File: src/rtl/sr_serial_ctrl.sv
// rtl/sr_serial_ctrl.sv - load/shift/capture sequencer driving an external shift register as a serial engine
module sr_serial_ctrl #(
  parameter int BITS      = 8,
  parameter int DIV       = 4,
  parameter bit MSB_FIRST = 1'b1
) (
  input  logic            clk,
  input  logic            rst,
  input  logic [BITS-1:0] tx_data,
  input  logic            tx_valid,
  output logic            tx_ready,
  output logic [BITS-1:0] rx_data,
  output logic            rx_valid,
  output logic            busy,
  output logic            sck,
  output logic            cs_n,
  output logic [1:0]      sr_mode,
  output logic [BITS-1:0] sr_load_data,
  input  logic [BITS-1:0] sr_data
);

  localparam int DW = (DIV > 2) ? $clog2(DIV) : 1;
  localparam int BW = $clog2(BITS + 1);
  localparam logic [DW-1:0] DIV_LAST   = DW'(DIV - 1);
  localparam logic [DW-1:0] DIV_HALF   = DW'(DIV / 2);
  localparam logic [BW-1:0] BIT_LAST   = BW'(BITS - 1);
  localparam logic [1:0]    SHIFT_MODE = MSB_FIRST ? 2'b10 : 2'b01;

  typedef enum logic [1:0] {
    S_IDLE,
    S_LOAD,
    S_SHIFT,
    S_DONE
  } state_t;

  state_t          state;
  logic [BITS-1:0] word;
  logic [DW-1:0]   div_cnt;
  logic [BW-1:0]   bit_cnt;

  // Sequencer: accept a word, load it, shift BITS times at the divided rate, capture the result
  always_ff @(posedge clk) begin
    if (rst) begin
      state   <= S_IDLE;
      word    <= '0;
      div_cnt <= '0;
      bit_cnt <= '0;
      rx_data <= '0;
    end else begin
      case (state)
        S_IDLE: begin
          if (tx_valid) begin
            word  <= tx_data;
            state <= S_LOAD;
          end
        end
        S_LOAD: begin
          div_cnt <= '0;
          bit_cnt <= '0;
          state   <= S_SHIFT;
        end
        S_SHIFT: begin
          if (div_cnt == DIV_LAST) begin
            div_cnt <= '0;
            bit_cnt <= bit_cnt + 1'b1;
            if (bit_cnt == BIT_LAST) begin
              state <= S_DONE;
            end
          end else begin
            div_cnt <= div_cnt + 1'b1;
          end
        end
        S_DONE: begin
          // The final shift landed on the edge entering DONE, so sr_data is settled here
          rx_data <= sr_data;
          state   <= S_IDLE;
        end
        default: state <= S_IDLE;
      endcase
    end
  end

  // Output decode from registered state and counters only
  always_comb begin
    tx_ready = 1'b0;
    busy     = 1'b1;
    cs_n     = 1'b0;
    sck      = 1'b0;
    sr_mode  = 2'b00;
    rx_valid = 1'b0;
    case (state)
      S_IDLE: begin
        tx_ready = 1'b1;
        busy     = 1'b0;
        cs_n     = 1'b1;
      end
      S_LOAD: sr_mode = 2'b11;
      S_SHIFT: begin
        sck = (div_cnt >= DIV_HALF);
        if (div_cnt == DIV_LAST) begin
          sr_mode = SHIFT_MODE;
        end
      end
      S_DONE: rx_valid = 1'b1;
      default: begin
        tx_ready = 1'b0;
      end
    endcase
  end

  assign sr_load_data = word;

endmodule

File: config.mk
export PLATFORM = sky130hd
export DESIGN_NAME = sr_serial_ctrl
export DESIGN_NICKNAME = d
export VERILOG_FILES = /design/src/rtl/sr_serial_ctrl.sv
export SDC_FILE = /design/constraint.sdc
export NUM_CORES = 1
export LEC_CHECK = 0
export CORE_MARGIN = 2
export CORE_UTILIZATION = 43
export DETAILED_ROUTE_END_ITERATION = 6
export PLACE_DENSITY_LB_ADDON = 0.05
export SYNTH_ARGS = -nofsm -noshare
export SYNTH_HDL_FRONTEND = slang
export SYNTH_SLANG_ARGS = --single-unit
export TNS_END_PERCENT = 100
File: constraint.sdc
create_clock -name clk -period 1.68 [get_ports clk]
set_input_delay 0.336 -clock clk [delete_from_list [all_inputs] [get_ports clk]]
set_output_delay 0.336 -clock clk [all_outputs]
set_load 0.01 [all_outputs]
After elaboration in Yosys (flattened, before gate mapping)
Index checks and enable logic that the tools add are counted.
{"block": "word_totals", "register_bits": 24, "in_bits": 19, "out_inout_bits": 23, "elab_cells": 35}
{"block": "classes", "addsub": 2, "magnitude_cmp": 1, "n_eq_ne": 8, "muxes": 14, "reduce_logical": 5}
{"operator": "2-bit two-way mux", "n": 5}
{"operator": "2-bit one-hot mux with 2 select lines", "n": 2}
{"operator": "2-bit one-hot mux with 4 select lines", "n": 1}
{"operator": "4-bit one-hot mux with 2 select lines", "n": 1}
{"operator": "2-bit == test, second input constant", "n": 3}
{"operator": "2-bit != test, second input constant", "n": 3}
{"operator": "4-bit by 1-bit adder with 4-bit output, second input constant", "n": 1}
{"operator": "4-bit by 3-bit == test with 1-bit output, second input constant", "n": 1}
{"operator": "1-bit two-way mux", "n": 4}
{"operator": "4-bit two-way mux", "n": 1}
{"operator": "2-bit AND reduction", "n": 2}
{"operator": "3-bit AND reduction", "n": 1}
{"operator": "2-bit by 1-bit adder with 2-bit output, second input constant", "n": 1}
{"operator": "2-bit by 1-bit == test with 1-bit output, second input constant", "n": 1}
{"operator": "2-bit greater-or-equal comparator, second input constant", "n": 1}
{"operator": "2-bit zero test", "n": 1}
{"operator": "2-bit nonzero test", "n": 1}

Depth between registers and ports, before layout
Gate-level depths: netlist of run 1.
{"block": "depth", "depth_word": 4, "mapped_depth": 6, "depth_no_buf": 5}

Least setup slack after synthesis of run 1
No wires, ideal clock.
{"block": "synth_path", "path_type": "reg2out", "start": "register state[0]", "end": "output busy", "arrival_time_ps": 1101, "t_required_ps": 1344, "path_slack_ps": 243, "path_stages_with_launch": 5, "n_path_buf": 1, "cell_sequence": "dfxtp_1 > inv_1 > ha_1 > buf_1 > inv_1"}
{"block": "synth_between", "elab_chain_len": 2}
{"element": "start, declared", "line": "36", "rtl": "state_t state;"}
{"element": "start signal, assigned", "line": "44", "rtl": "state <= S_IDLE;"}
{"element": "start signal, assigned", "line": "54", "rtl": "state <= S_LOAD;"}
{"element": "start signal, assigned", "line": "60", "rtl": "state <= S_SHIFT;"}
{"element": "2-bit zero test", "line": "91", "rtl": "case (state)"}
{"element": "1-bit two-way mux", "line": "91"}
{"element": "end, declared", "line": "14", "rtl": "output logic busy,"}
Every way passes these cells.

Worst setup path in the final report of run 1
{"block": "layout_path", "start": "register state[1]", "end": "output sr_mode[1]"}
{"block": "layout_between", "elab_chain_len": 2, "elab_cells_between_ends": 3, "classes_between": "2 x eq/ne; 1 x mux"}
{"element": "2-bit == test or 2-bit by 1-bit == test with 1-bit output (tied branches)", "line": "91"}
{"element": "2-bit one-hot mux with 2 select lines *", "line": "91"}
{"element": "end, declared", "line": "17", "rtl": "output logic [1:0] sr_mode,"}
Mark *: on every way between the ends. The rest lies on a longest branch, timed or not.

==> results of run 1 <==
[kinds of logic (layout without fill, tap and decap cells)]
kind of cell	Yosys count	in the layout	synth area share, %
AND/OR/NAND/NOR	44	44	19.8
buffers and inverters	14	65	5.71
multiplexers	12	12	11.1
adder cells (fa/ha/maj)	8	8	9.14
flip-flops	24	24	43.9
AO/OA/AOI/OAI	19	19	10.4
[registers in the layout, indices dropped and copies added, names as in the netlist]
signal,flops
div_cnt,2
bit_cnt,4
sr_load_data,8
state,2
rx_data,8
[worst min-delay path: cells and delay by family (launching register included)]
family / cells / cell delay (ns)
simple gates: 1 / 0.05
flops: 1 / 0.33
compound gates: 1 / 0.05
[power by group through the flow]
| stage | combinational [mW] | clock (mW) | sequential (mW) |
|---|---|---|---|
| global placement | 1.07 | 0 | 0.695 |
| finish | 1.08 | 0.247 | 0.692 |
| global route | 1.20 | 0.284 | 0.703 |
| CTS | 1.08 | 0.258 | 0.693 |
| detailed placement | 1.09 | 0 | 0.699 |
| floorplan | 0.546 | 0 | 0.725 |
[worst max-delay path by stage]
stage | to | depth (start not counted) | slack [ns]
floorplan | busy | 4 | 0.24
global placement | sr_mode[1] | 4 | 0.01
detailed placement | sr_mode[1] | 4 | -0.01
CTS | sck | 4 | 0.03
global route | sr_mode[1] | 4 | -0.02
finish | sr_mode[1] | 5 | 0.06
[cell type report]
class / count / area, sq um / share of cell area [%]
multi-input cells: 83 / 573 / 34.9
repair buffers: 56 / 504 / 30.7
flip-flops and latches: 24 / 484 / 29.5
well taps: 30 / 37.5 / 2.28
clock buffers: 3 / 22.5 / 1.37
inverters: 6 / 22.5 / 1.37
[per-layer routing]
layer,part of all wire [%],vias up
met4,0,0
met2,51,24
met3,4.1,0
li1,-,512
met5,0,-
met1,45,450
[cells in the final DEF (no fill, tap or decap)]
cell	count
buf_4	15
clkdlybuf4s50_1	34
ha_1	5
inv_1	4
a221o_1	1
o21ai_1	1
or3_1	1
nand3b_1	3
o32ai_1	1
dfxtp_1	21
a21oi_1	13
a211oi_2	1
mux2_2	1
nand2_1	12
mux2i_1	11
clkbuf_4	3
a21oi_2	1
dfxtp_2	3
nor2b_1	3
clkbuf_2	1
ha_2	2
ha_4	1
nand4b_1	1
nor3b_1	1
nor3_1	1
inv_2	2
nand2b_1	3
buf_2	2
clkdlybuf4s15_1	1
o21a_1	1
dlygate4sd2_1	3
nand3_1	10
nor2_1	9
[per-stage QoR]
stage | instances | power (mW) | hold WS [ns]
2_1_floorplan | 121 | 1.27 | 0.449
3_3_place_gp | 199 | 1.76 | 0.442
3_5_place_dp | 199 | 1.79 | 0.449
4_1_cts | 202 | 2.03 | 0.467
5_1_grt | 202 | 2.19 | 0.485
6_report | 202 | 2.02 | 0.463
==> out/metrics.cfg, run 1 <==
[hold_path]
worstHoldStart=sr_load_data[1]
hold_path_depth=2
min_to=sr_load_data[1]
min-delay-path-class=register to register

[synth]
ys.flop_type=dfxtp_1
yosysTopAreaCell=dfxtp_1
async_reset_ff_share_pct=0
syn_avg_cell_area_sq_um=9.05
synth_cells=121
ys_ff_latch=24
synth-edff-count=0
synth.most_common_cell=dfxtp_1
synth_nets=148
syn_area_sq_um=1090
ys_top_cells_by_area=dfxtp_1, mux2i_1, ha_1
synth_warnings=0
synth_top_cell_area_share_pct=43.9
synth_cell_types=26
ys_seq_area_share_pct=43.9
yosys-top-cells-count=dfxtp_1, a21oi_1, nand2_1

[route]
viasPerCell=4.88
drtIter0Drc=2
drc=0
routedWlPerCell_um=12.3
ant_nets=0
dr.pass1.iters=4
totalWireLength_mm=2.48
via_count=986

[floorplan]
die_area_sq_um=2970
die_height_um=54.5
io_pins=42
num_rows=18
die_w_um=54.5
initial_utilization_pct=44.6
core-area_sq_um=2450

[pwr]
p_comb_share_pct=53.5
leakage_nw=0.641
seqPwrFrac_pct=34.2
ir_worst_vdd_mv=0.786
switching_share_pct=35.2
clockPowerShare_pct=12.2
internal_power_mw=1.31
power_density_nw_per_um2=1230
p_sw_uw=712

[placed_design]
dp.final_hpwl_mm=1.89
place_congestion=0.710
post-place-ws_ns=-0.0129
place_area_sq_um=1620
portBuffers=41

[timing]
relSlewSlack_pct=76.0
period_minus_slack_ns=1.62
setup_ws_ns=0.0589
fmax_ghz=0.617
setup_viol=0
period_share_pct=96.5
tns_ns=0
rsz0062_at_grt=true
hold_viol_final=0
tightest_slew_ns=0.350
drv_slew=0
finalClockSkew_ns=0.00426

[setup_path]
critPathMaxFanout=3
crit_type=register to primary output
worstPathCellList=buf_4, ha_1, a21oi_2, nor2b_1, buf_2
r2r-end=state[0]
reg2reg_depth=6
timing.rr.start=state[1]
slowest_stage=dfxtp_2
worst_path_largest_cell_delay_ns=0.35
r2r_slack_ns=0.10
start_kind=register
critPathRequiredTime_ns=1.34
cp_top_family=flip-flops
worstSetupEndpointType=primary output
worstPathArrival_ns=1.29
cp-startpoint=state[1]
crit_buf_inv=2

[global_route]
grt_max_degree=17
grt_usage_pct=18.9
grt_pass1_wl_mm=4.06
grt_util_met3_pct=3.28
antenna_found_initial=0
use_met2_pct=33.5
met1_usage_pct=22.9
gr-total-overflow=0
grt.busiest_layer=met2
grt_pass1_vias=939

[clock_network]
cts_hold_buf=0
htreeDepth=1
postCtsSetupRepairBufs=0
ctsLongestPathBuffers=2
cts_resized=20
numClockSinks=24
root_buffer=clkbuf_4
clk_pin_slew_ns=0.13
cts_buffers=3
cts_tree=done
worstSkewPairLatency_ns=0.30

[final_layout]
area_growth_pct=50.2
finish.net_count=201
final_cell_area_sq_um=1640
post-route-util_pct=67.0
drive_gt1_share_pct=18.6
fill_cells=205
diodes=0

[status]
outcome=finished clean

[flow_run]
max_cap_viol_count=0

No activity file was read; power rests on OpenSTA's default activity.
==> run 2: changes to the inputs <==
--- a/config.mk
+++ b/config.mk
@@ -5,10 +5,13 @@
 export SDC_FILE = /design/constraint.sdc
 export NUM_CORES = 1
 export LEC_CHECK = 0
+export ABC_AREA = 1
 export CORE_MARGIN = 2
-export CORE_UTILIZATION = 43
+export CORE_UTILIZATION = 42
+export CTS_CLUSTER_DIAMETER = 80
 export DETAILED_ROUTE_END_ITERATION = 6
 export PLACE_DENSITY_LB_ADDON = 0.05
+export SKIP_CTS_REPAIR_TIMING = 1
 export SYNTH_ARGS = -nofsm -noshare
 export SYNTH_HDL_FRONTEND = slang
 export SYNTH_SLANG_ARGS = --single-unit
==> run 2 against run 1 <==
Effect of this change: clock skew increased by 0.0036 ns; synthesized area decreased by 3.4%; non-clock buffer count decreased by 2; sequential power increased by 7.7%; wire length increased by 4.3%; critical path depth decreased by 1; maximum frequency increased by 0.64%; largest cell class unchanged.
==> out/metrics.cfg, run 2 <==
[synth]
synth_top_family_by_area=simple AND/OR/NAND/NOR gates
ys_top_cells_by_area=dfxtp_1, nor2_1, ha_1
synth_cell_types=13
synth_xor_area_share_pct=0
synth-simple-area-share_pct=25.0
yosys-top-cells-count=nor2_1, dfxtp_1, nand2_1
syn_area_sq_um=1060
synth-compound-area-share_pct=13.1
async_reset_ff_share_pct=0
ys_seq_area_share_pct=45.4
synthAdderAreaFrac_pct=9.47
synth-edff-count=0
synth_top_cell_area_share_pct=45.4
synthMuxAreaShare_pct=0
synth_cells=145
synth_nets=172
syn_avg_cell_area_sq_um=7.29
ys.flop_type=dfxtp_1
synth_warnings=0
synth.most_common_cell=nor2_1
ys_ff_latch=24
yosysTopAreaCell=dfxtp_1

[timing]
period_minus_slack_ns=1.61
fmax_ghz=0.621
period_share_pct=95.9
setup_ws_ns=0.0692
drv_slew=0
setup_viol=0
rsz0062_at_grt=false
tightest_slew_ns=0.252
hold_viol_final=0
finalClockSkew_ns=0.00784
relSlewSlack_pct=83.2

[global_route]
grt_util_met3_pct=4.72
grt_pass1_vias=1037
gr-total-overflow=0
grt_usage_pct=19.7
antenna_found_initial=0
grt_max_degree=15
use_met2_pct=36.3
grt_pass1_wl_mm=4.22
met1_usage_pct=22.3
grt.busiest_layer=met2

[setup_path]
worstPathArrival_ns=1.27
start_kind=register
worstPathCellList=buf_4, ha_2, buf_4, dlymetal6s2s_1
worst_path_largest_cell_delay_ns=0.35
critPathMaxFanout=2
critPathRequiredTime_ns=1.34
path_common_cell=buf_4
slowest_stage=dfxtp_2
crit_type=register to primary output
worstSetupEndpointType=primary output

[floorplan]
io_pins=42
die_w_um=54.2
num_rows=18
die_height_um=54.2
die_area_sq_um=2930
core-area_sq_um=2430
initial_utilization_pct=43.5

[clock_network]
worstSkewPairLatency_ns=0.31
clk_pin_slew_ns=0.13
numClockSinks=24
cts_tree=done
ctsLongestPathBuffers=2
root_buffer=clkbuf_4
htreeDepth=1
cts_buffers=3

[final_layout]
final_cell_area_sq_um=1680
area_growth_pct=58.6
final_cell_mix=nor2_1, clkdlybuf4s50_1, dfxtp_1, nand2_1, o21ai_0
diodes=0
final_common_cell=nor2_1
drive_gt1_share_pct=16.5
fill_cells=216
finish.net_count=228

[pwr]
leakage_nw=0.793
ir_worst_vdd_mv=0.950
power_density_nw_per_um2=1430

[route]
totalWireLength_mm=2.59
drc=0
drtIter0Drc=9
ant_nets=0
dr.pass1.iters=4
viasPerCell=4.77
via_count=1096
routedWlPerCell_um=11.2

[placed_design]
portBuffers=41
post-place-ws_ns=-0.0457
place_congestion=0.709
place_area_sq_um=1590
dp.final_hpwl_mm=2.02

[status]
outcome=finished clean

[flow_run]
max_cap_viol_count=0

[hold_path]
min-delay-path-class=register to register

## run 2: cell type report
class	instances	area [sq um]	area share, %
tap	30	37.5	2.24
timing repair buffer	54	518	30.9
multi-input combinational	103	529	31.6
sequential	24	483	28.8
inverter	15	56.3	3.36
clock inverter	1	30.0	1.79
clock buffer	3	22.5	1.34
## run 2: metrics by stage
| step | setup TNS (ns) | hold slack (ns) | total power, mW | cells | utilization (%) |
|---|---|---|---|---|---|
| after CTS | -2.18 | 0.497 | 2.37 | 230 | 67.3 |
| after detailed placement | -0.0457 | 0.477 | 1.95 | 226 | 65.2 |
| after floorplan | 0 | 0.405 | 1.33 | 145 | - |
| after global routing | 0 | 0.532 | 2.59 | 230 | 68.9 |
| after global placement | -0.0304 | 0.465 | 1.91 | 226 | 65.2 |
| final | 0 | 0.496 | 2.40 | 230 | 68.9 |
## run 2: worst paths after layout
| check | from | endpoint | cells after the start | slack (ns) |
|---|---|---|---|---|
| max | state[0] | sr_mode[0] | 4 | 0.07 |
| min | bit_cnt[1] | bit_cnt[1] | 2 | 0.50 |
| max reg2reg | state[1] | bit_cnt[3] | 7 | 0.23 |
| min reg2reg | bit_cnt[1] | bit_cnt[1] | 2 | 0.50 |
## run 2: critical path, delay by kind of cell (launching register included)
family                   cells  cell delay [ns]
flip-flops                   1             0.35
buffers and inverters        3             0.43
adder cells (fa/ha/maj)      1             0.19
## run 2: cells by family after synthesis
kind of cell	count (synthesis)
simple gates	68
compound gates	27
flops	24
buf+inv	18
fa+ha+maj	8
## run 2: routing by layer
| layer | vias to the layer above | part of all wire (%) |
|---|---|---|
| met4 | 0 | 0.46 |
| met1 | 502 | 42 |
| met2 | 23 | 53 |
| met5 | - | 0 |
| li1 | 569 | - |
| met3 | 2 | 4.8 |
## run 2: power breakdown
group          switching, mW  internal (mW)
sequential            0.0596          0.685
combinational          0.615          0.628
clock                  0.169          0.241
==> run 3: changes to the inputs <==
--- a/config.mk
+++ b/config.mk
@@ -6,6 +6,7 @@
 export NUM_CORES = 1
 export LEC_CHECK = 0
 export ABC_AREA = 1
+export CORE_ASPECT_RATIO = 1.75
 export CORE_MARGIN = 2
 export CORE_UTILIZATION = 42
 export CTS_CLUSTER_DIAMETER = 80
==> run 3 against run 2 <==
Effect of this change: global-route usage down 0.25 points; non-clock buffer count grew 1; cell area decreased by 0.37%; combinational power is essentially flat; final cell count is 1.3% lower; wire length is 2.3% higher; count of clock-buffer cells in the layout grew 1; largest power group unchanged; register-to-register slack improved by 0.02 ns; power shrank 0.62%; worst setup slack better by 0.0077 ns.
==> out/metrics.cfg, run 3 (synthesized netlist as in run 2, its figures left out) <==
[clock_network]
root_buffer=clkbuf_8
htreeDepth=1
ctsLongestPathBuffers=2
cts_buffers=3
clk_pin_slew_ns=0.08
cts_tree=done
worstSkewPairLatency_ns=0.26
numClockSinks=24

[route]
drtIter0Drc=11
drc=0
viasPerCell=4.77
routedWlPerCell_um=11.7
via_count=1083
ant_nets=0
dr.pass1.iters=4
totalWireLength_mm=2.65

[floorplan]
die_height_um=70.4
num_rows=24
die_w_um=41.9
die_area_sq_um=2950
io_pins=42
initial_utilization_pct=43.5
core-area_sq_um=2430

[timing]
fmax_ghz=0.624
hold_viol_final=0
tightest_slew_ns=0.493
period_share_pct=95.4
relSlewSlack_pct=67.1
finalClockSkew_ns=0.00391
drv_slew=0
period_minus_slack_ns=1.60
setup_viol=0

[final_layout]
diodes=0
area_growth_pct=58.0
final_cell_mix=nor2_1, clkdlybuf4s50_1, dfxtp_1, nand2_1, o21ai_0
drive_gt1_share_pct=13.9
final_common_cell=nor2_1
finish.net_count=229
fill_cells=226
final_cell_area_sq_um=1670

[global_route]
antenna_found_initial=0
gr-total-overflow=0
grt_max_degree=21
grt_pass1_wl_mm=4.52
grt_usage_pct=19.4
grt_pass1_vias=1092

[pwr]
power_density_nw_per_um2=1430
leakage_nw=0.801
ir_worst_vdd_mv=0.855
total_power_mw=2.38

[setup_path]
worst_path_largest_cell_delay_ns=0.35
cp_top_family=buffers and inverters
slowest_stage=dfxtp_2
worstSetupEndpointType=primary output
path_common_cell=buf_4
critPathRequiredTime_ns=1.34
worstPathArrival_ns=1.27
worstPathCellList=inv_2, buf_4, ha_1, buf_4, dlymetal6s2s_1
crit_buf_inv=4
critPathMaxFanout=3
crit_type=register to primary output
start_kind=register

[placed_design]
dp.final_hpwl_mm=2.13
place_congestion=0.814
place_area_sq_um=1590
portBuffers=41

[hold_path]
min-delay-path-class=register to register

[flow_run]
max_cap_viol_count=0

[status]
outcome=finished clean

run 3: cell types whose count changed in the layout (fill, tap and decap cells not counted), sizes merged:
| cell | change |
|---|---|
| buf | +1 |
| bufinv | -1 |
| clkbuf | +1 |
run 3: tightest hold or removal path, stage by stage, from the launching register on:
cell and delay (ns):
dfxtp_1 0.32, nor2_1 0.09, nor2_1 0.05
run 3: final timing paths:
| kind | from | endpoint | slack [ns] | depth (start not counted) |
|---|---|---|---|---|
| max | state[1] | sr_mode[0] | 0.08 | 5 |
| min | sr_load_data[0] | sr_load_data[0] | 0.50 | 2 |
| max reg2reg | state[1] | bit_cnt[2] | 0.25 | 7 |
| min reg2reg | sr_load_data[0] | sr_load_data[0] | 0.50 | 2 |
run 3: through the flow:
step | hold WS (ns) | setup TNS (ns) | cells | setup slack, ns | util [%]
global placement | 0.463 | -0.0202 | 223 | -0.0202 | 65.3
detailed placement | 0.478 | -0.112 | 223 | -0.112 | 65.3
CTS | 0.496 | -1.73 | 227 | -0.413 | 67.5
floorplan | 0.405 | 0 | 145 | 0.343 | -
finish | 0.496 | 0 | 227 | 0.0770 | 68.7
global route | 0.513 | -0.00990 | 227 | -0.00990 | 68.7
run 3: routing by layer:
layer | global-route usage [%] | vias up | share of wire (%)
met3 | 1.81 | 9 | 4.1
met4 | 11.1 | 0 | 4.2
met2 | 35.8 | 29 | 52
met5 | 0 | - | 0
met1 | 20.5 | 477 | 39
li1 | - | 568 | -
run 3: where the power goes:
group	switching [mW]	internal, mW	leakage [nW]
clock	0.173	0.209	0.0288
sequential	0.0616	0.683	0.196
combinational	0.616	0.640	0.576
run 3: area by class of cell:
class | instances | area (sq um) | share of cell area, %
inverter | 15 | 56.3 | 3.37
sequential | 24 | 482 | 28.8
timing repair buffer | 55 | 526 | 31.5
clock buffer | 4 | 55.1 | 3.30
multi-input combinational | 103 | 519 | 31.1
tap | 26 | 32.5 | 1.95
